File: src/rtl/mult_pipe_n.sv
// Pipelined WIDTH x WIDTH signed/unsigned multiplier with valid/ready handshakes.
// It has LAT register stages, collapses bubbles, carries a tag with each operation and counts delivered results.
module mult_pipe_n #(
  parameter int WIDTH = 18,
  parameter int LAT   = 3,
  parameter int TAG_W = 4,
  parameter int CNT_W = 16
) (
  input  logic               clk,
  input  logic               rst,
  input  logic               in_valid,
  output logic               in_ready,
  input  logic [WIDTH-1:0]   a,
  input  logic [WIDTH-1:0]   b,
  input  logic               in_signed,
  input  logic [TAG_W-1:0]   in_tag,
  output logic               out_valid,
  input  logic               out_ready,
  output logic [2*WIDTH-1:0] out_p,
  output logic [TAG_W-1:0]   out_tag,
  output logic               busy,
  output logic [CNT_W-1:0]   res_cnt,
  input  logic               clr_cnt
);

  localparam int PW = 2 * WIDTH;
  localparam logic [CNT_W-1:0] CNT_MAX = '1;

  logic [LAT-1:0]   valid_reg;
  logic [LAT-1:0]   load;
  logic             chain_free;
  logic [PW-1:0]    prod_reg [LAT];
  logic [TAG_W-1:0] tag_reg  [LAT];
  logic [WIDTH:0]   opa_reg;
  logic [WIDTH:0]   opb_reg;
  logic [CNT_W-1:0] cnt_reg;
  logic             deliver;

  // The top bit is the operand's sign when the operation is signed and 0 when it is unsigned.
  function automatic logic [WIDTH:0] tag_sign(input logic [WIDTH-1:0] v, input logic sgn);
    return {sgn & v[WIDTH-1], v};
  endfunction

  // A product truncated to PW bits is exact for both modes because the true result always fits.
  function automatic logic [PW-1:0] mul_ext(input logic [WIDTH:0] x, input logic [WIDTH:0] y);
    logic [PW-1:0] xe;
    logic [PW-1:0] ye;
    xe = {{(WIDTH-1){x[WIDTH]}}, x};
    ye = {{(WIDTH-1){y[WIDTH]}}, y};
    return xe * ye;
  endfunction

  // A stage may load when it is empty or when its contents move downstream this cycle.
  always_comb begin
    load       = '0;
    chain_free = out_ready;
    for (int i = LAT - 1; i >= 0; i--) begin
      load[i]    = ~valid_reg[i] | (valid_reg[i] & chain_free);
      chain_free = load[i];
    end
  end

  assign in_ready  = load[0] & ~rst;
  assign out_valid = valid_reg[LAT-1];
  assign out_p     = prod_reg[LAT-1];
  assign out_tag   = tag_reg[LAT-1];
  assign busy      = |valid_reg;
  assign res_cnt   = cnt_reg;
  assign deliver   = valid_reg[LAT-1] & out_ready;

  always_ff @(posedge clk or posedge rst) begin
    if (rst) begin
      valid_reg <= '0;
      opa_reg   <= '0;
      opb_reg   <= '0;
      for (int i = 0; i < LAT; i++) begin
        prod_reg[i] <= '0;
        tag_reg[i]  <= '0;
      end
    end else begin
      if (load[0]) begin
        valid_reg[0] <= in_valid;
        if (in_valid) begin
          tag_reg[0] <= in_tag;
          // With a single stage, the multiply has to sit in front of the only register.
          if (LAT == 1) begin
            prod_reg[0] <= mul_ext(tag_sign(a, in_signed), tag_sign(b, in_signed));
          end else begin
            opa_reg <= tag_sign(a, in_signed);
            opb_reg <= tag_sign(b, in_signed);
          end
        end
      end
      for (int i = 1; i < LAT; i++) begin
        if (load[i]) begin
          valid_reg[i] <= valid_reg[i-1];
          if (valid_reg[i-1]) begin
            tag_reg[i]  <= tag_reg[i-1];
            prod_reg[i] <= (i == 1) ? mul_ext(opa_reg, opb_reg) : prod_reg[i-1];
          end
        end
      end
    end
  end

  always_ff @(posedge clk or posedge rst) begin
    if (rst) begin
      cnt_reg <= '0;
    end else if (clr_cnt) begin
      cnt_reg <= '0;
    end else if (deliver && cnt_reg != CNT_MAX) begin
      cnt_reg <= cnt_reg + 1'b1;
    end
  end

endmodule

File: config.mk
export PLATFORM = sky130hd
export DESIGN_NAME = mult_pipe_n
export DESIGN_NICKNAME = d
export VERILOG_FILES = /design/src/rtl/mult_pipe_n.sv
export SDC_FILE = /design/constraint.sdc
export NUM_CORES = 1
export LEC_CHECK = 0
export BUFFER_PORTS_ARGS = -buffer_cell sky130_fd_sc_hd__buf_4
export CAP_MARGIN = 20
export CORE_MARGIN = 10
export CORE_UTILIZATION = 58
export DETAILED_ROUTE_END_ITERATION = 16
export PLACE_DENSITY = 0.79
export SLEW_MARGIN = 20
export SYNTH_ARGS = -nofsm -noshare
export SYNTH_HDL_FRONTEND = slang
export SYNTH_SLANG_ARGS = --single-unit
export TNS_END_PERCENT = 5
File: constraint.sdc
create_clock -name clk -period 6 [get_ports clk]
set_clock_uncertainty 0.05 [all_clocks]
set_input_delay 0.3 -clock clk [delete_from_list [all_inputs] [get_ports clk]]
set_output_delay 0.3 -clock clk [all_outputs]
set_load 0.02 [all_outputs]
==> run summary <==
The setup path with the least slack is of type register to register. The proportion of layout cells with a drive suffix above 1 came out at 26.25%. Full die area: 39,870 µm². For the number of global-route vias before repair, the log shows 14,450. The clock reaches the later pin of the worst-skew pair after 460 ps. The endpoint identified for the worst register-to-register timing path is prod_reg[71]$_DFFE_PP0P_.

Setup repair after global routing could not meet its margin everywhere. The HPWL after detailed placement is 37.86 mm. For the pin with the worst max-slew slack, the measured transition is 846.4 ps. In the final routed layout, each cell accounts on average for 18.97 µm. For the worst flop-to-flop path, the logic depth is 22. The most used standard cell by instance count after synthesis is fa_1. The category of the worst setup path capture point is a register.

The die span in x was 199.7 µm; the routability congestion estimate from global placement was 0.9644. Global routing finished with a remaining overflow of 0. The die boundary height was 199.7 µm; the final design utilization was 69.68%. Summing every instance area after synthesis gives 18,730 µm². The count of routing violations after the opening detailed-route iteration was 895; the effective utilization at floorplan was 59.04%. The final period demand of the worst path came out at 6354 ps. Once detail routing completed, the nets flagged for antenna violations numbered 0. The number of antenna cells inserted came out at 0. The total of buffers placed on input and output ports came out at 104. The first global-routing pass estimated 74.71 mm of wire. The worst hold path belongs to the class primary input to asynchronous set/reset pin. Clock tree synthesis selected as its root buffer the cell clkbuf_16. The logs give 31,720 µm² for the total core area and 23 for the final hold violation count.

The proportion of register bits with asynchronous set or reset after synthesis was 100.0%. Yosys mapped a number of flops with a built-in enable equal to 0. The number of placed I/O pins was 105; the count of vias placed by the detailed router was 13,390. Clock tree synthesis found a total of 141 sinks. Of all nets on the critical path, the largest fanout is 10. The layout has 2,324 filler cells. In this run the register-to-register setup slack is -350 ps.

Data on the critical path arrives at its endpoint at 6620 ps. The required time of the critical path was 6270 ps. Among all flip-flop cells after synthesis, the most frequent one is dfrtp_1. In this design, the stage delay of the slowest critical-path cell is 590 ps.

The commonest cells after synthesis are fa_1 (355), inv_1 (352), nand2_1 (214). Startpoint of the worst-slack reg-to-reg timing path: opa_reg[15]$_DFFE_PP0P_. The count of different cell masters after synthesis was 50. The worst hold margin is -15.76 ps, and the flip-flop and latch count after synthesis is 141. The relative slew slack was 43.57%. Startpoint type of the worst setup path: a register.

In this run, CTS created clock tree buffers numbering 17. The maximum buffer depth of the clock tree came out at 2. The final routed DRC violation total was 0; the share of synthesized area occupied by flip-flops and latches was 18.84%. The most frequent cell on the critical path was fa_1. The cell accounting for the most synthesized area was fa_1. The number of max-slew violations in the final report came out at 0. During synthesis, Yosys emitted a total of 0 warnings. Hold repair after CTS inserted 0 buffers. Dividing the detail-routed via count by the number of cells gives 5.403. Across the run, the number of max-cap violations was 0. The finished cells cover 22,100 µm². For the initial antenna violation count, the log shows 0.

For this design, the slowest cell found on the critical path is fa_1. After clock tree synthesis, the clock-pin slew on the worst setup and hold paths is 80 ps. Setup violations remaining at the end of the flow were counted as 18. The flow ran to the end, but the final reports show violations. The mean area per synthesized cell is 10.12 µm². The H-tree depth reported by CTS was 4. Top-area cell type share of the netlist area: 37.95%. Summed over all failing endpoints, the final setup total negative slack is -2950 ps. TritonCTS built the clock tree. After synthesis, the cell types taking the most area are fa_1 (38%), dfrtp_1 (19%), ha_1 (7.3%), inv_1 (7.1%), and2_1 (6.3%). For the setup slack of the critical path after layout, the log shows -354.1 ps. The instance area at placement was 20,890 µm². The final reports fail on negative hold slack, negative setup slack.

The final layout contains routed wiring with a total length of 47.01 mm. The count of TritonRoute iterations in the first routing pass is 7, and the largest net degree at the start of global routing is 90. From synthesis to final layout, the design area changed by 18.03%. Synthesis produced a netlist whose cell count is 1,850.

Based on the critical path, the design can be clocked at up to 0.1574 GHz. For the number of nets produced by synthesis, the log shows 2,360. The final layout contains 2,573 nets.

The part of the cycle the worst path needs was 105.9%; the number of placement rows was 65. Global routing used 24.35% of the available tracks across all layers. Walking the worst path, the cells encountered are buf_4 > buf_4 > buf_4 > and2_1 > fa_1 > fa_1 > fa_1 > fa_1 > fa_1 > inv_1 > fa_1 > inv_1 > ha_4 > ha_4 > a211oi_4 > nand2_2 > o31ai_4 > a31oi_4 > a21o_1 > a211o_1 > xnor2_2 > o21ai_1.
## repair_timing
action                                  in CTS  in global routing
setup buffers                               14                 12
gates resized for setup                     32                 60
endpoints found under the setup margin      19                 22
pin swaps                                   24                 54
## through the flow
step	setup WS (ps)	hold slack (ps)	instances
after floorplan	7.668	358.4	1850
after global placement	-293.8	406.5	2421
after detailed placement	-412.6	416.7	2421
after CTS	-274.9	6.721	2467
after global routing	-522.6	20.77	2478
final	-354.1	-15.76	2478
## worst max-delay path by stage
stage	startpoint	endpoint	slack, ps	cells past startpoint
after floorplan	opa_reg[11]$_DFFE_PP0P_	prod_reg[71]$_DFFE_PP0P_	8	20
after global placement	opb_reg[6]$_DFFE_PP0P_	prod_reg[70]$_DFFE_PP0P_	-290	20
after detailed placement	opa_reg[14]$_DFFE_PP0P_	prod_reg[70]$_DFFE_PP0P_	-410	18
after CTS	opb_reg[1]$_DFFE_PP0P_	prod_reg[70]$_DFFE_PP0P_	-270	20
after global routing	opb_reg[2]$_DFFE_PP0P_	prod_reg[71]$_DFFE_PP0P_	-520	21
final	opa_reg[15]$_DFFE_PP0P_	prod_reg[71]$_DFFE_PP0P_	-350	22
## kinds of logic (layout without fill, tap and decap cells)
logic type | Yosys count | count (layout) | synth area share (%)
AO/OA/AOI/OAI | 112 | 112 | 3.782
XOR/XNOR | 59 | 59 | 2.760
adder cells (fa/ha/maj) | 464 | 464 | 45.24
buffers and inverters | 484 | 710 | 10.52
flip-flops | 141 | 141 | 18.84
multiplexers | 91 | 91 | 5.466
AND/OR/NAND/NOR | 499 | 499 | 13.39
## cell usage in the layout (no fill, tap or decap), types with 5 or more instances in the layout
master       n
a21oi_2      5
nand2b_1     8
nand4_1      5
nand2_1    211
a21o_1      11
fa_2        11
o21ai_2      5
nand3_1     12
dfrtp_1    120
ha_4        11
buf_4      320
ha_1        97
and2_4       5
inv_6        5
o21ai_0     26
xnor2_1     31
o21ai_1     12
inv_1      346
a21oi_1     21
fa_1       344
clkbuf_16   17
and2_1     184
a31oi_4      5
xor2_1      25
dfrtp_2     21
mux2_2      90
nor2b_1     16
nor2_1      32
## per-layer routing
metal | up-vias | GRT usage [%] | share of wire (%)
met5 | - | 0 | 0
met4 | 0 | 8.076 | 2.9
met3 | 97 | 3.987 | 5.7
met2 | 435 | 42.25 | 52
met1 | 6919 | 30.39 | 39
li1 | 5938 | - | -
## layout make-up
class	count	area, µm²	share of cell area (%)
Sequential cell	141	3555	16.08
Inverter	352	1329	6.012
Timing Repair Buffer	326	2470	11.17
Clock inverter	12	158.9	0.7189
Multi-Input combinational cell	1225	13640	61.72
Tap cell	402	503.0	2.276
Clock buffer	20	446.7	2.021
## critical path, delay by kind of cell (launching register included)
family	cells	cell delay [ps]
fa+ha+maj	8	3400
compound gates	6	1300
buf+inv	5	600
flops	1	420
simple gates	2	300
xor+xnor	1	140
Power is not shown: default switching activity piles up to over one toggle a cycle in this logic, so the estimate is an artifact.
